## src/rtl/gpio_link_rx.sv

```systemverilog
// Receive end of the inter-board GPIO button link.
// Each of the two raw pins (left, right) is synchronised and debounced on its own;
// the block presents clean levels, one-cycle press/release pulses and a combined 'both'.
// Optional stuck-high detection is built when GPIO_LINK_RX_STUCK_DET_EN is defined;
// without it the stuck flags are tied to zero.
module gpio_link_rx #(
   parameter int unsigned SYNC_STAGES     = 2,
   parameter int unsigned DEBOUNCE_CYCLES = 65000,
   parameter int unsigned CNT_W           = 17,
   parameter int unsigned STUCK_CYCLES    = 650000000,
   parameter int unsigned STUCK_W         = 30
) (
   input  logic       clk,
   input  logic       rst,
   input  logic       gpio_left_in,
   input  logic       gpio_right_in,
   output logic       left,
   output logic       right,
   output logic       left_rise,
   output logic       left_fall,
   output logic       right_rise,
   output logic       right_fall,
   output logic       both,
   output logic [1:0] stuck
);

   typedef enum logic [1:0] {IdleLow, ChkHigh, IdleHigh, ChkLow} state_e;

   localparam logic [CNT_W-1:0] CntMax = CNT_W'(DEBOUNCE_CYCLES - 1);

   logic [1:0] pin;
   logic [1:0] level;
   logic [1:0] rise;
   logic [1:0] fall;
   logic [1:0] stuck_flag;

   // Channel 0 is left, channel 1 is right.
   assign pin = {gpio_right_in, gpio_left_in};

   for (genvar ch = 0; ch < 2; ch++) begin : g_ch
      logic [SYNC_STAGES-1:0] sync_q;
      logic                   s;
      state_e                 state_q, state_d;
      logic [CNT_W-1:0]       cnt_q, cnt_d;
      logic                   level_q, level_d;
      logic                   rise_q, rise_d;
      logic                   fall_q, fall_d;
      logic                   accept;
      logic                   stuck_hit;
      logic                   stuck_q;

      // Synchroniser shift register; the pin enters stage 0 every edge.
      always_ff @(posedge clk) begin
         if (!rst) begin
            sync_q <= '0;
         end else begin
            sync_q <= {sync_q[SYNC_STAGES-2:0], pin[ch]};
         end
      end

      assign s      = sync_q[SYNC_STAGES-1];
      // Candidate has been stable for the full window once this sample also agrees.
      assign accept = (cnt_q == CntMax);

      // State, counter and registered outputs.
      always_ff @(posedge clk) begin
         if (!rst) begin
            state_q <= IdleLow;
            cnt_q   <= '0;
            level_q <= 1'b0;
            rise_q  <= 1'b0;
            fall_q  <= 1'b0;
         end else begin
            state_q <= state_d;
            cnt_q   <= cnt_d;
            level_q <= level_d;
            rise_q  <= rise_d;
            fall_q  <= fall_d;
         end
      end

      // Next-state and debounce counter.
      always_comb begin
         state_d = state_q;
         cnt_d   = cnt_q;
         unique case (state_q)
            IdleLow: begin
               if (s) begin
                  state_d = ChkHigh;
                  cnt_d   = CNT_W'(1);
               end
            end
            ChkHigh: begin
               if (!s) begin
                  state_d = IdleLow;
                  cnt_d   = '0;
               end else if (accept) begin
                  state_d = IdleHigh;
                  cnt_d   = '0;
               end else begin
                  cnt_d = cnt_q + 1'b1;
               end
            end
            IdleHigh: begin
               if (!s) begin
                  state_d = ChkLow;
                  cnt_d   = CNT_W'(1);
               end
            end
            ChkLow: begin
               if (s) begin
                  state_d = IdleHigh;
                  cnt_d   = '0;
               end else if (accept) begin
                  state_d = IdleLow;
                  cnt_d   = '0;
               end else begin
                  cnt_d = cnt_q + 1'b1;
               end
            end
         endcase
      end

      // Level and pulse next values.
      always_comb begin
         level_d = level_q;
         rise_d  = 1'b0;
         fall_d  = 1'b0;
         unique case (state_q)
            ChkHigh: begin
               if (s && accept) begin
                  level_d = 1'b1;
                  rise_d  = 1'b1;
               end
            end
            IdleHigh: begin
               if (stuck_hit) begin
                  level_d = 1'b0;
                  fall_d  = 1'b1;
               end
            end
            ChkLow: begin
               if (!s && accept) begin
                  level_d = 1'b0;
                  // A stuck channel already dropped its level and pulsed once.
                  fall_d  = level_q;
               end
            end
            default: ;
         endcase
      end

`ifdef GPIO_LINK_RX_STUCK_DET_EN
      localparam logic [STUCK_W-1:0] StuckMax = STUCK_W'(STUCK_CYCLES - 1);

      logic [STUCK_W-1:0] scnt_q, scnt_d;
      logic               stuck_d;

      assign stuck_hit = (state_q == IdleHigh) && (scnt_q == StuckMax) && !stuck_q;

      // Stuck counter runs only while resting in IdleHigh and freezes at its limit.
      always_comb begin
         scnt_d  = '0;
         stuck_d = stuck_q;
         if (state_q == IdleHigh && state_d == IdleHigh) begin
            scnt_d = (scnt_q == StuckMax) ? scnt_q : scnt_q + 1'b1;
         end
         if (stuck_hit) begin
            stuck_d = 1'b1;
         end else if (state_q == ChkLow && !s && accept) begin
            stuck_d = 1'b0;
         end
      end

      // Stuck counter and flag registers.
      always_ff @(posedge clk) begin
         if (!rst) begin
            scnt_q  <= '0;
            stuck_q <= 1'b0;
         end else begin
            scnt_q  <= scnt_d;
            stuck_q <= stuck_d;
         end
      end
`else
      assign stuck_hit = 1'b0;
      assign stuck_q   = 1'b0;
`endif

      assign level[ch]      = level_q;
      assign rise[ch]       = rise_q;
      assign fall[ch]       = fall_q;
      assign stuck_flag[ch] = stuck_q;
   end

`ifndef GPIO_LINK_RX_STUCK_DET_EN
   logic unused_stuck_cfg;
   assign unused_stuck_cfg = ^(STUCK_W'(STUCK_CYCLES));
`endif

   assign left       = level[0];
   assign right      = level[1];
   assign left_rise  = rise[0];
   assign left_fall  = fall[0];
   assign right_rise = rise[1];
   assign right_fall = fall[1];
   assign both       = level[0] & level[1];
   assign stuck      = stuck_flag;

endmodule
```

## config.mk

```make
export PLATFORM = sky130hd
export DESIGN_NAME = gpio_link_rx
export DESIGN_NICKNAME = d
export VERILOG_FILES = /design/src/rtl/gpio_link_rx.sv
export SDC_FILE = /design/constraint.sdc
export NUM_CORES = 1
export LEC_CHECK = 0
export ABC_CLOCK_PERIOD_IN_PS = 2370
export BUFFER_PORTS_ARGS = -buffer_cell sky130_fd_sc_hd__buf_2
export CORE_MARGIN = 3
export CORE_UTILIZATION = 40
export DETAILED_ROUTE_END_ITERATION = 10
export PLACE_DENSITY = 0.62
export SLEW_MARGIN = 20
export SYNTH_ARGS = -nofsm -noshare
export SYNTH_HDL_FRONTEND = slang
export SYNTH_SLANG_ARGS = --single-unit
```

## constraint.sdc

```tcl
create_clock -name clk -period 2.37 [get_ports clk]
set_clock_uncertainty 0.05 [all_clocks]
set_input_delay 0.3555 -clock clk [delete_from_list [all_inputs] [get_ports clk]]
set_output_delay 0.3555 -clock clk [all_outputs]
set_load 0.05 [all_outputs]
```

==> flow_summary.json <==
{
  "final_nets": 286,
  "period_minus_slack_ns": 2.055,
  "gr-total-overflow": 0,
  "synthCells": 264,
  "netlist_area_sq_um": 2230,
  "grt_max_degree": 17,
  "n_antenna_cell": 0,
  "cap_violations": 0,
  "grt.total_usage": 0.1457,
  "clock_latency_ns": 0.30,
  "hold_class": "in -> reg",
  "synth_async_sr_flop_share": 0,
  "cts_setup_buffers": 0,
  "cts_tree": "built",
  "required_ns": 2.52,
  "drive_gt1_frac": 0.1246,
  "use_met1": 0.1915,
  "final-max-slew-violation-count": 0,
  "antenna_found_initial": 0,
  "reg2reg_slack_ns": 0.31,
  "synthTopCellsByArea": "dfxtp_1 (43%), nand2_1 (5.6%), nand3_1 (4.7%), nor2_1 (4.4%), xor2_1 (3.9%)",
  "synth.avg_cell_area_sq_um": 8.446,
  "die_h_microns": 80.66,
  "slowest_delay_ns": 0.56,
  "worst_path_max_delay_cell": "or4_4",
  "pin_count": 13,
  "final_area_sq_um": 2459,
  "core_sq_um": 5238,
  "path_cells": "or4_4, nor4_4, nor3_1, o21ai_2, buf_4, nor2_1",
  "setup_viol": 0,
  "leakage_nw": 0.8915,
  "cts_hold_buf": 0,
  "dp_cells": 343,
  "drt_iter0_markers": 97,
  "dpl-instance-area_sq_um": 2362,
  "hpwl_microns": 2999,
  "netlist.area_leader.share": 0.4310,
  "yosys.cell_types.count": 47,
  "num_vias": 1855,
  "r2r-end": "g_ch[1].cnt_q[13]",
  "synth-edff-count": 0,
  "cts_buffer_depth": 2,
  "synth-warning-count": 0,
  "rsz0062_at_grt": "false",
  "via_per_inst": 5.285,
  "grt_pass1_wl_microns": 7424,
  "ctsResizeCount": 0,
  "start_util": 0.4257,
  "yosysSeqAreaShare": 0.4310,
  "startpoint_type": "flop",
  "routedWlPerCell_microns": 12.11,
  "synth_seq_cells": 48,
  "dieArea_sq_um": 6506,
  "num_rows": 26,
  "grtUsageMet2": 0.2235,
  "instances_no_fill": 351,
  "min_period_over_period": 0.8672,
  "drcViolationCount": 0,
  "globalplace.congestion": 0.7729,
  "setup_tns_ns": 0,
  "portBuffers": 10,
  "synth_top_cell_by_area": "dfxtp_1",
  "areaGrowthSynthToFinish_pct": 10.27,
  "numCtsBuffers": 5,
  "ant_nets": 0,
  "busiest_layer": "met2",
  "grt_pass1_vias": 1676,
  "htree_num_levels": 2,
  "path_clk_slew_ns": 0.09,
  "r2r_start": "g_ch[1].cnt_q[3]",
  "finalHoldViolCount": 0,
  "power.density_nw_per_um2": 575.6,
  "startpoint": "g_ch[1].cnt_q[3]",
  "cp_max_fo": 12,
  "clock_sinks": 48,
  "crit_end": "g_ch[1].cnt_q[13]",
  "endpoint_kind": "flop",
  "drtPass1Iterations": 4,
  "p_total_mw": 1.415,
  "cts-root-buf": "clkbuf_8",
  "worstSetupPathType": "reg -> reg",
  "fmax_mhz": 486.5,
  "yosys_most_used_dff": "dfxtp_1",
  "arrival_ns": 2.21,
  "hold_ws_ns": 0.2020,
  "reg2regPathDepth": 6,
  "met3_usage": 0.04372,
  "status": "complete, no violations",
  "vdd_drop_max_mv": 0.4210,
  "die_x_microns": 80.66,
  "drt-total-wl_microns": 4249
}
Yosys cell counts, types with 2 or more instances:
| cell type | count |
|---|---|
| o21ai_0 | 12 |
| ha_1 | 2 |
| or2_2 | 2 |
| and2_1 | 5 |
| o311ai_0 | 2 |
| xor2_1 | 10 |
| or4_1 | 2 |
| or3_1 | 2 |
| nor4_1 | 6 |
| dfxtp_1 | 48 |
| xnor2_1 | 7 |
| nor2_1 | 26 |
| nand3_1 | 21 |
| a22oi_1 | 2 |
| a21o_1 | 7 |
| a31oi_1 | 3 |
| mux2i_1 | 2 |
| nor3_1 | 14 |
| nand2_1 | 33 |
| inv_1 | 5 |
| buf_4 | 2 |
| clkbuf_1 | 3 |
| a21oi_1 | 11 |
| and3_1 | 7 |
| buf_6 | 2 |
| nand4_1 | 7 |
state kept, by name, summed over array words and instances, names as in the netlist, named ones only:
register and count:
right_rise 1, g_ch.cnt_q 34, g_ch.state_q 2, right 1, g_ch.sync_q 4, right_fall 1, left 1, left_fall 1
left_rise 1
kinds of logic after synthesis:
logic type / share of synthesized area
xor+xnor: 0.07407
buf+inv: 0.03254
fa+ha+maj: 0.01122
simple gates: 0.3103
compound gates: 0.1302
other cells: 0.001682
mux: 0.008979
flops: 0.4310
placed cells by master, fill, tap and decap left out, drive strengths merged, types with 3 or more instances in the layout:
cell    count
dfxtp      48
nand2      33
nor2       26
nand3      22
buf        16
nor3       15
o21ai      13
a21oi      12
xor2       11
and3        8
nand4       7
a21o        7
xnor2       7
nor4        7
clkbuf      6
inv         6
and2        5
or4         4
a31oi       3
or2         3
worst min-delay path by stage:
stage                      start                end  slack (ns)  cells after the start
3_3_place_gp   g_ch[1].sync_q[0]  g_ch[1].sync_q[1]        0.36                      1
5_1_grt             gpio_left_in  g_ch[0].sync_q[0]        0.20                      2
2_1_floorplan  g_ch[0].sync_q[0]  g_ch[0].sync_q[1]        0.36                      1
4_1_cts            gpio_right_in  g_ch[1].sync_q[0]        0.19                      2
3_5_place_dp   g_ch[1].sync_q[0]  g_ch[1].sync_q[1]        0.37                      1
6_report           gpio_right_in  g_ch[1].sync_q[0]        0.20                      2
worst max-delay path, delay by kind of cell (launching register included):
| kind | cells | cell delay [ns] |
|---|---|---|
| compound gates | 1 | 0.13 |
| flops | 1 | 0.37 |
| simple gates | 4 | 1.21 |
| buf+inv | 1 | 0.19 |
cell type report:
class / count / area, sq um
clock buffer: 6 / 82.58
clock inverter: 2 / 13.76
tap: 70 / 87.58
sequential: 48 / 960.9
fill: 525 / 2779
multi-input combinational: 204 / 1200
timing repair buffer: 16 / 95.09
inverter: 5 / 18.77
routing by layer:
layer / share of wire / routed length (microns) / vias to the layer above
met5: 0 / 0 / -
met4: 0.012 / 51 / 0
met3: 0.028 / 118 / 5
met2: 0.45 / 1918 / 19
met1: 0.51 / 2161 / 861
li1: - / - / 970
power breakdown:
| part | internal, mW | total (mW) | switching, mW |
|---|---|---|---|
| sequential | 0.815 | 0.825 | 0.0101 |
| combinational | 0.0214 | 0.0720 | 0.0506 |
| clock | 0.239 | 0.518 | 0.279 |
| total | 1.08 | 1.42 | 0.340 |
through the flow:
stage                       util  worst slack [ns]
final                     0.4694            0.3147
after floorplan                -            0.4502
after CTS                 0.4694            0.3032
after detailed placement  0.4510            0.3159
after global routing      0.4694            0.1574
after global placement    0.4510            0.3499
(Power assumes the default switching activity.)
